## src/rtl/counter_scheduler_pkg.sv

```systemverilog
// counter_sched_pkg
// Shared types and helpers for the counter scheduler:
//   state_t     - scheduler FSM states (IDLE, LOAD, RUN)
//   start_val   - counter start value for a run direction
//   target_val  - counter value at which a run of a given length ends
// Helpers work on 32-bit values; callers truncate to the counter width.
package counter_sched_pkg;

    typedef enum logic [1:0] {
        IDLE = 2'd0,
        LOAD = 2'd1,
        RUN  = 2'd2
    } state_t;

    // Up runs start from zero, down runs from all-ones.
    function automatic logic [31:0] start_val(input logic dir, input int unsigned width);
        logic [31:0] all_ones;
        all_ones = (32'd1 << width) - 32'd1;
        return dir ? 32'd0 : all_ones;
    endfunction

    // A run of len steps ends at len going up, or at all-ones minus len going down.
    function automatic logic [31:0] target_val(input logic dir, input logic [31:0] len,
                                               input int unsigned width);
        logic [31:0] all_ones;
        all_ones = (32'd1 << width) - 32'd1;
        return dir ? len : (all_ones - len);
    endfunction

endpackage

```

## src/rtl/counter_scheduler_if.sv

```systemverilog
// counter_scheduler_if
// Bundle between the timing clients and the counter scheduler.
//   req, req_len, req_dir, pause : client -> scheduler
//   grant, owner, busy, count,
//   done, abort                  : scheduler -> client
// master = client side, slave = scheduler side.
interface counter_scheduler_if #(
    parameter int NREQ = 4,
    parameter int N    = 4,
    parameter int OW   = $clog2(NREQ)
);
    logic [NREQ-1:0]   req;
    logic [NREQ*N-1:0] req_len;
    logic [NREQ-1:0]   req_dir;
    logic              pause;
    logic [NREQ-1:0]   grant;
    logic [OW-1:0]     owner;
    logic              busy;
    logic [N-1:0]      count;
    logic [NREQ-1:0]   done;
    logic [NREQ-1:0]   abort;

    modport master (
        output req, req_len, req_dir, pause,
        input  grant, owner, busy, count, done, abort
    );

    modport slave (
        input  req, req_len, req_dir, pause,
        output grant, owner, busy, count, done, abort
    );
endinterface

```

## src/rtl/counter_scheduler_rr_pick.sv

```systemverilog
// rr_pick
// Combinational round-robin selector. Searches req starting one above
// last, wrapping, and returns the first set index.
//   req    : request vector
//   last   : index granted most recently
//   any    : at least one request is pending
//   winner : selected index (0 when any is low)
module rr_pick #(
    parameter int NREQ = 4,
    parameter int OW   = $clog2(NREQ)
) (
    input  logic [NREQ-1:0] req,
    input  logic [OW-1:0]   last,
    output logic            any,
    output logic [OW-1:0]   winner
);

    // cand_idx[k] is the index examined at search distance k+1 from last.
    logic [OW-1:0] cand_idx [NREQ];

    genvar gi;
    generate
        for (gi = 0; gi < NREQ; gi++) begin : g_cand
            assign cand_idx[gi] = OW'((int'(last) + 1 + gi) % NREQ);
        end
    endgenerate

    // Scan from farthest to nearest so the nearest pending request wins.
    always_comb begin
        any    = |req;
        winner = '0;
        for (int k = NREQ - 1; k >= 0; k--) begin
            if (req[cand_idx[k]]) begin
                winner = cand_idx[k];
            end
        end
    end

endmodule

```

## src/rtl/counter_scheduler.sv

```systemverilog
// counter_scheduler
// Time-shares one N-bit up/down counter between NREQ requesters.
// A round-robin pick in IDLE grants the counter, LOAD latches the owner's
// length/direction and presets the counter, RUN steps it until the target
// is reached (done pulse) or the owner drops its request (abort pulse).
//   clk   : rising-edge clock
//   reset : asynchronous active-low reset
//   bus   : client bundle (slave side): req/req_len/req_dir/pause in,
//           grant/owner/busy/count/done/abort out
module counter_scheduler
    import counter_sched_pkg::*;
#(
    parameter int NREQ = 4,
    parameter int N    = 4,
    parameter int OW   = $clog2(NREQ)
) (
    input  logic                clk,
    input  logic                reset,
    counter_scheduler_if.slave  bus
);

    state_t          state_reg, state_next;
    logic [OW-1:0]   owner_reg, owner_next;
    logic [OW-1:0]   last_reg, last_next;
    logic [N-1:0]    count_reg, count_next;
    logic [N-1:0]    target_reg, target_next;
    logic            dir_reg, dir_next;
    logic [NREQ-1:0] done_reg, done_next;
    logic [NREQ-1:0] abort_reg, abort_next;

    logic            pick_any;
    logic [OW-1:0]   pick_w;
    logic [NREQ-1:0] owner_onehot;
    logic            owner_req;
    logic            sel_dir;
    logic [N-1:0]    sel_len;

    rr_pick #(
        .NREQ (NREQ),
        .OW   (OW)
    ) u_pick (
        .req    (bus.req),
        .last   (last_reg),
        .any    (pick_any),
        .winner (pick_w)
    );

    genvar gi;
    generate
        for (gi = 0; gi < NREQ; gi++) begin : g_onehot
            assign owner_onehot[gi] = (owner_reg == OW'(gi));
        end
    endgenerate

    assign owner_req = bus.req[owner_reg];
    assign sel_dir   = bus.req_dir[owner_reg];
    assign sel_len   = bus.req_len[owner_reg*N +: N];

    // State register
    always_ff @(posedge clk or negedge reset) begin
        if (!reset) begin
            state_reg <= IDLE;
        end else begin
            state_reg <= state_next;
        end
    end

    // Next-state logic: abort outranks pause, pause outranks completion.
    always_comb begin
        state_next = state_reg;
        case (state_reg)
            IDLE: begin
                if (pick_any) begin
                    state_next = LOAD;
                end
            end
            LOAD: state_next = RUN;
            RUN: begin
                if (!owner_req) begin
                    state_next = IDLE;
                end else if (!bus.pause && (count_reg == target_reg)) begin
                    state_next = IDLE;
                end
            end
            default: state_next = IDLE;
        endcase
    end

    // Output / datapath next values
    always_comb begin
        owner_next  = owner_reg;
        last_next   = last_reg;
        count_next  = count_reg;
        target_next = target_reg;
        dir_next    = dir_reg;
        done_next   = '0;
        abort_next  = '0;
        case (state_reg)
            IDLE: begin
                if (pick_any) begin
                    owner_next = pick_w;
                    last_next  = pick_w;
                end
            end
            LOAD: begin
                // Length and direction are captured here only, so later
                // changes on the request lines do not affect this run.
                dir_next    = sel_dir;
                count_next  = N'(start_val(sel_dir, N));
                target_next = N'(target_val(sel_dir, 32'(sel_len), N));
            end
            RUN: begin
                if (!owner_req) begin
                    abort_next = owner_onehot;
                end else if (!bus.pause) begin
                    if (count_reg == target_reg) begin
                        done_next = owner_onehot;
                    end else if (dir_reg) begin
                        count_next = count_reg + N'(1);
                    end else begin
                        count_next = count_reg - N'(1);
                    end
                end
            end
            default: ;
        endcase
    end

    // Datapath registers. last resets to NREQ-1 so index 0 is searched first.
    always_ff @(posedge clk or negedge reset) begin
        if (!reset) begin
            owner_reg  <= '0;
            last_reg   <= OW'(NREQ - 1);
            count_reg  <= '0;
            target_reg <= '0;
            dir_reg    <= 1'b0;
            done_reg   <= '0;
            abort_reg  <= '0;
        end else begin
            owner_reg  <= owner_next;
            last_reg   <= last_next;
            count_reg  <= count_next;
            target_reg <= target_next;
            dir_reg    <= dir_next;
            done_reg   <= done_next;
            abort_reg  <= abort_next;
        end
    end

    assign bus.busy  = (state_reg != IDLE);
    assign bus.grant = (state_reg != IDLE) ? owner_onehot : '0;
    assign bus.owner = owner_reg;
    assign bus.count = count_reg;
    assign bus.done  = done_reg;
    assign bus.abort = abort_reg;

endmodule
```

## src/flat_wrapper.sv

```systemverilog
// flat-port wrapper written by rule: the top's interface ports become plain ports
module counter_scheduler_flat import counter_sched_pkg::*;
#(
    parameter int NREQ = 4,
    parameter int N    = 4,
    parameter int OW   = $clog2(NREQ)
)
  (clk, reset, bus_req, bus_req_len, bus_req_dir, bus_pause, bus_grant, bus_owner, bus_busy, bus_count, bus_done, bus_abort);
  counter_scheduler_if #(.NREQ(NREQ), .N(N), .OW(OW)) bus_i ();
  input  logic clk;
  input  logic reset;
  input wire logic [$bits(bus_i.req)-1:0] bus_req;
  input wire logic [$bits(bus_i.req_len)-1:0] bus_req_len;
  input wire logic [$bits(bus_i.req_dir)-1:0] bus_req_dir;
  input wire logic [$bits(bus_i.pause)-1:0] bus_pause;
  output wire logic [$bits(bus_i.grant)-1:0] bus_grant;
  output wire logic [$bits(bus_i.owner)-1:0] bus_owner;
  output wire logic [$bits(bus_i.busy)-1:0] bus_busy;
  output wire logic [$bits(bus_i.count)-1:0] bus_count;
  output wire logic [$bits(bus_i.done)-1:0] bus_done;
  output wire logic [$bits(bus_i.abort)-1:0] bus_abort;
  assign bus_i.req = bus_req;
  assign bus_i.req_len = bus_req_len;
  assign bus_i.req_dir = bus_req_dir;
  assign bus_i.pause = bus_pause;
  assign bus_grant = bus_i.grant;
  assign bus_owner = bus_i.owner;
  assign bus_busy = bus_i.busy;
  assign bus_count = bus_i.count;
  assign bus_done = bus_i.done;
  assign bus_abort = bus_i.abort;
  counter_scheduler #(.NREQ(NREQ), .N(N), .OW(OW)) u_core (.clk(clk), .reset(reset), .bus(bus_i));
endmodule
```

## config.mk

```make
export PLATFORM = sky130hd
export DESIGN_NAME = counter_scheduler_flat
export DESIGN_NICKNAME = d
export VERILOG_FILES = /design/src/rtl/counter_scheduler_pkg.sv /design/src/rtl/counter_scheduler_if.sv /design/src/rtl/counter_scheduler_rr_pick.sv /design/src/rtl/counter_scheduler.sv /design/src/flat_wrapper.sv
export SDC_FILE = /design/constraint.sdc
export NUM_CORES = 1
export LEC_CHECK = 0
export ABC_AREA = 1
export BUFFER_PORTS_ARGS = -buffer_cell sky130_fd_sc_hd__buf_2
export CELL_PAD_IN_SITES_DETAIL_PLACEMENT = 1
export CELL_PAD_IN_SITES_GLOBAL_PLACEMENT = 2
export CORE_MARGIN = 1
export CORE_UTILIZATION = 27
export DETAILED_ROUTE_END_ITERATION = 6
export GPL_TIMING_DRIVEN = 0
export HOLD_SLACK_MARGIN = 0.12
export PLACE_DENSITY_LB_ADDON = 0.1
export SLEW_MARGIN = 20
export SYNTH_ARGS = -nofsm -noshare
export SYNTH_HDL_FRONTEND = slang
export SYNTH_SLANG_ARGS = --single-unit
```

## constraint.sdc

```tcl
create_clock -name clk -period 1.51 [get_ports clk]
set_input_delay 0.151 -clock clk [delete_from_list [all_inputs] [get_ports clk]]
set_output_delay 0.151 -clock clk [all_outputs]
set_load 0.05 [all_outputs]
```

### Word-level counts from Yosys, hierarchy flattened

Index checks and enable logic that the tools add are counted.

| word-level totals | value |
|---|---|
| bits of input ports | 27 |
| output and inout bits | 19 |
| flip-flop bits (word level) | 23 |
| word-level logic and storage cells | 76 |

| cells by class | value |
|---|---|
| reductions and logical operators | 10 |
| eq/ne operators | 11 |
| multiplexer cells | 34 |
| shift-type cells | 1 |
| add/subtract/negate cells | 7 |
| order comparisons | 5 |

Operators by type and width:

| cell | number |
|---|---|
| $mux W4 | 13 |
| $shiftx A16 B5 Y4 | 1 |
| $lt A2 B3 Y1 const B | 5 |
| $mux W2 | 7 |
| $bmux W1 S2 | 6 |
| $pmux W4 S2 | 1 |
| $add A2 B2 Y2 const B | 3 |
| $eq A2 B2 Y1 const B | 3 |
| $mux W1 | 6 |
| $pmux W2 S3 | 1 |
| $add A4 B1 Y4 const B | 1 |
| $eq A2 B1 Y1 const B | 2 |
| $eq A4 B4 Y1 | 1 |
| $logic_not A2 Y1 | 2 |
| $ne A2 B1 Y1 const B | 2 |
| $ne A2 B2 Y1 const B | 2 |
| $reduce_and A2 Y1 | 2 |
| $reduce_and A4 Y1 | 1 |
| $reduce_bool A2 Y1 | 2 |
| $reduce_or A4 Y1 | 1 |
| $sub A4 B1 Y4 const B | 1 |
| $sub A4 B4 Y4 const A | 1 |
| $ne A3 B3 Y1 const B | 1 |
| $add A2 B1 Y2 const B | 1 |
| other kinds (2) | 2 |

### Depth between registers and ports, before layout

| depth | value |
|---|---|
| depth after elaboration | 8 |
| gate-level depth with buffers | 11 |

### Hierarchy

A second synthesis with hierarchy kept.

| unflattened totals | value |
|---|---|
| cell total of the unflattened synthesis | 254 |
| area, all modules | 1655.3 um^2 |

By module, submodules not included:

| module | cells an instance | times used | area each (um^2) |
|---|---|---|---|
| counter_scheduler | 193 | 1 | 1378.8 |
| rr_pick | 61 | 1 | 276.5 |

### Worst setup path after synthesis

OpenSTA, ideal clock, no wires.

| timing path | value |
|---|---|
| path type | register to output |
| start point | register u_core.owner_reg[1], in the netlist u_core.bus.owner[1] |
| end point | output port bus_grant[2] |
| buffers on the path | 0 |
| stages on the path, launching flop included | 5 |
| path slack | -382 ps |
| data required time | 1359 ps |
| arrival time | 1741 ps |
| path through | dfrtp_1 inv_2 nor2_4 inv_1 nor2_1 |

| between the ends | value |
|---|---|
| word-level cells in the longest chain between the ends | 2 |

Ends and longest elaborated chain:

| item | RTL line | source |
|---|---|---|
| start: declaration | counter_scheduler.sv:23 | `logic [OW-1:0] owner_reg, owner_next;` |
| start signal: assignment | counter_scheduler.sv:140 | `owner_reg <= owner_next;` |
| $eq A2 B2 Y1 | counter_scheduler.sv:51 | `assign owner_onehot[gi] = (owner_reg == OW'(gi));` |
| $mux W4 | counter_scheduler.sv:151 | `assign bus.grant = (state_reg != IDLE) ? owner_onehot : '0;` |
| end: declaration | flat_wrapper.sv:16 | `output wire logic [$bits(bus_i.grant)-1:0] bus_grant;` |

Every way passes these cells.

### Worst setup path in the final report

| timing path | value |
|---|---|
| start point | register u_core.owner_reg[0], in the netlist u_core.bus.owner[0] |
| end point | output port bus_grant[0] |

| between the ends | value |
|---|---|
| word-level cells in the longest chain between the ends | 2 |

Ends and longest elaborated chain:

| item | RTL line |
|---|---|
| $logic_not A2 Y1 | counter_scheduler.sv:51 |
| $mux W4 | counter_scheduler.sv:151 |

Every way passes these cells.

==> flow_summary_export.csv <==
group,metric,value,unit
detailed_routing,wire_per_inst,12.1,um
worst_setup_path,critPathKind,"reg -> out",
finish,fin_nets,331,
global_routing,antenna_found_initial,0,
synth,synth.ff_latch_count,23,
global_routing,grt_pass1_wl,7560,um
hold_path,hold_path_end,"u_core.target_reg[0]",
worst_setup_path,rr_worst_depth,10,
pwr,power.density,2510,mW/mm2
cts,cts_buffer_depth,2,
synth,yosys_warnings,0,
hold_path,hold_start,"bus_req_len[4]",
timing,clock_skew,5.22,ps
worst_setup_path,start_kind,"register",
detailed_routing,firstDrtPassIters,4,
synth,syn_inst,240,
pwr,seqPwrFrac,0.204,
pwr,clkPwrFrac,0.070,
synth,syn_area,0.00163,mm2
global_routing,grt_start_max_net_pins,24,
floorplan,die_h,79.6,um
floorplan,placementRows,27,
timing,drv_slew,0,
timing,min_period,1460,ps
finish,finish.instance_area,0.00224,mm2
finish,mostFrequentLayoutCells,"98 x nand2_1, 43 x buf_2, 16 x nand3_1, 16 x dfrtp_1",
synth,syn_avg_cell_area,6.78,um2
worst_setup_path,cp_num_buf_inv,3,
pwr,p_sw_frac,0.548,
synth,syn-num-nets,270,
timing,slew_headroom,0.663,
worst_setup_path,critPathTopFamily,"flip-flops",
pwr,leakage,1.23,nW
synth,synth_top_area_cell,"dfrtp_1",
detailed_routing,drc_errors,0,
worst_setup_path,cp_max_fo,9,
job,cap_violations,0,
cts,cts_sinks,23,
timing,worst_slew_pin_slew,505,ps
timing,hold_ws,272,ps
floorplan,initial_core_util,0.288,
worst_setup_path,critPathRequiredTime,1360,ps
floorplan,core-area,0.00564,mm2
finish,final_util,0.397,
cts,clk_pin_slew,90,ps
pwr,ir_worst_vdd,0.711,mV
finish,drive_gt1_frac,0.397,
cts,htreeDepth,1,
cts,cts_tree,"done",
floorplan,io_pins,46,
finish,diodes,0,
synth,ys_types,30,
synth,synthTopCellsByArea,"dfrtp_1 32%, nand2_1 25%, nand3_1 5.8%",
global_routing,grt_pass1_vias,1630,
pwr,p_comb_frac,0.726,
run_status,status,"finished, final reports clean",
placement,gp_congestion,0.785,
synth,synth_seq_area_share,0.355,
finish,mostFrequentLayoutCell,"nand2_1",
worst_setup_path,reg2reg_slack,50,ps
detailed_routing,routed_wl,4490,um
timing,fmax,0.683,GHz
detailed_routing,viasPerCell,4.46,
pwr,power.switching,3.08,mW
timing,setup_viol,0,
global_routing,grt_use_total,0.153,
hold_path,worstHoldPathCells,6,
timing,rsz0062_at_grt,"true",
worst_setup_path,r2r_end,"u_core.bus.owner[0]",
worst_setup_path,critPathSlowestCell,"dfrtp_2",
worst_setup_path,crit_top_cell,"nor2_4",
placement,dp_hpwl,3550,um
detailed_routing,drtIter0Drc,26,
detailed_routing,final_antenna_net_count,0,
global_routing,grt_overflow,0,
finish,area_delta_synth_final,37.8,%
worst_setup_path,r2r_start,"u_core.last_reg[1]",
cts,root_buffer,"clkbuf_8",
worst_setup_path,cp-end-kind,"output port",
worst_setup_path,crit_chain,"buf_8 -> nor2_4 -> inv_2 -> nor2_4 -> buf_6",
worst_setup_path,crit_arrival,1310,ps
timing,fin_crit_sh,0.970,
finish,instances_no_fill,372,
placement,portBuffers,45,
floorplan,dieArea,0.00634,mm2
floorplan,die_w,79.6,um
cts,numCtsBuffers,3,
placement,placed_cell_area,0.00197,mm2
synth,synth_top_area_share,0.323,
hold_path,hp-class,"in -> reg",
worst_setup_path,slowest_delay,430,ps
detailed_routing,vias,1658,
placement,dp_cells,357,
cts,clk_latency,270,ps
timing,hold_viol_final,0,
pwr,internal_power,2.54,mW
synthesized netlist by cell type:
cell type,n
a21oi_1,3
a21oi_4,1
buf_2,2
buf_6,1
dfrtp_1,21
dfstp_2,2
fa_1,1
ha_1,2
inv_1,20
inv_2,4
inv_4,1
nand2_1,109
nand2_2,3
nand2_8,1
nand3_1,19
nand3_2,2
nand3b_4,1
nand4_1,1
nor2_1,19
nor2_2,2
nor2_4,1
nor3_1,4
o21a_4,1
o21ai_0,5
o21ai_1,2
o21ai_2,4
or2_1,1
or2_2,1
xnor2_1,1
xor2_1,5
worst max path at each step:
| stage | start | to | slack [ps] | cells past startpoint |
|---|---|---|---|---|
| floorplan | u_core.bus.owner[0] | bus_grant[2] | -1 | 4 |
| finish | u_core.bus.owner[0] | bus_grant[0] | 50 | 5 |
| detailed placement | u_core.state_reg[1] | u_core.last_reg[1] | -170 | 5 |
| global route | u_core.bus.owner[0] | u_core.bus.count[2] | -60 | 8 |
| global placement | u_core.state_reg[1] | u_core.bus.owner[1] | -200 | 5 |
| CTS | u_core.bus.owner[0] | bus_grant[0] | -40 | 5 |
logic make-up after synthesis:
| group | share of synthesized area |
|---|---|
| XOR/XNOR | 0.0323 |
| AND/OR/NAND/NOR | 0.441 |
| flip-flops | 0.355 |
| AO/OA/AOI/OAI | 0.0715 |
| adder cells (fa/ha/maj) | 0.0277 |
| buffers and inverters | 0.0723 |
area by class of cell:
class,instances,area [um2]
Sequential cell,23,584
Buffer,2,26.3
Tap cell,72,90.1
Inverter,25,104
Timing Repair Buffer,57,338
Fill cell,728,3400
Clock buffer,4,45.0
Multi-Input combinational cell,189,1050
stage by stage:
| stage | power [mW] | setup TNS (ps) | setup WS (ps) |
|---|---|---|---|
| final | 5.62 | 0 | 45.1 |
| after global routing | 6.20 | -356 | -55.3 |
| after CTS | 5.15 | -38.3 | -38.3 |
| after detailed placement | 4.63 | -1060 | -171 |
| after global placement | 4.59 | -1030 | -195 |
| after floorplan | 3.83 | -1.26 | -1.26 |
worst min-delay path, delay by kind of cell:
family | cells | cell delay (ps)
AOI/OAI and AO/OA | 1 | 50
and+or+nand+nor | 4 | 220
buffers and inverters | 1 | 70
timing repair:
action,CTS,global route
gates resized for setup,11,34
buffers inserted,1,9
endpoints found under the setup margin,17,18
pin swaps,2,20
hold buffers,1,0
cloned,0,1
hold endpoints to repair,21,0
power groups by stage:
stage / sequential, mW / combinational (mW) / clock [mW]
detailed placement: 1.13 / 3.50 / 0
global placement: 1.13 / 3.46 / 0
finish: 1.15 / 4.08 / 0.392
floorplan: 1.42 / 2.41 / 0
CTS: 1.14 / 3.61 / 0.402
global route: 1.19 / 4.59 / 0.426
per-layer routing:
metal,share of wire,track usage,vias to the layer above,routed length [um]
met5,0,0,-,0
met1,0.47,0.201,752,2100
met2,0.48,0.258,36,2160
met3,0.038,0.0171,5,173
li1,-,-,865,-
met4,0.014,0.0491,0,63
No activity file was read; power rests on OpenSTA's default activity.
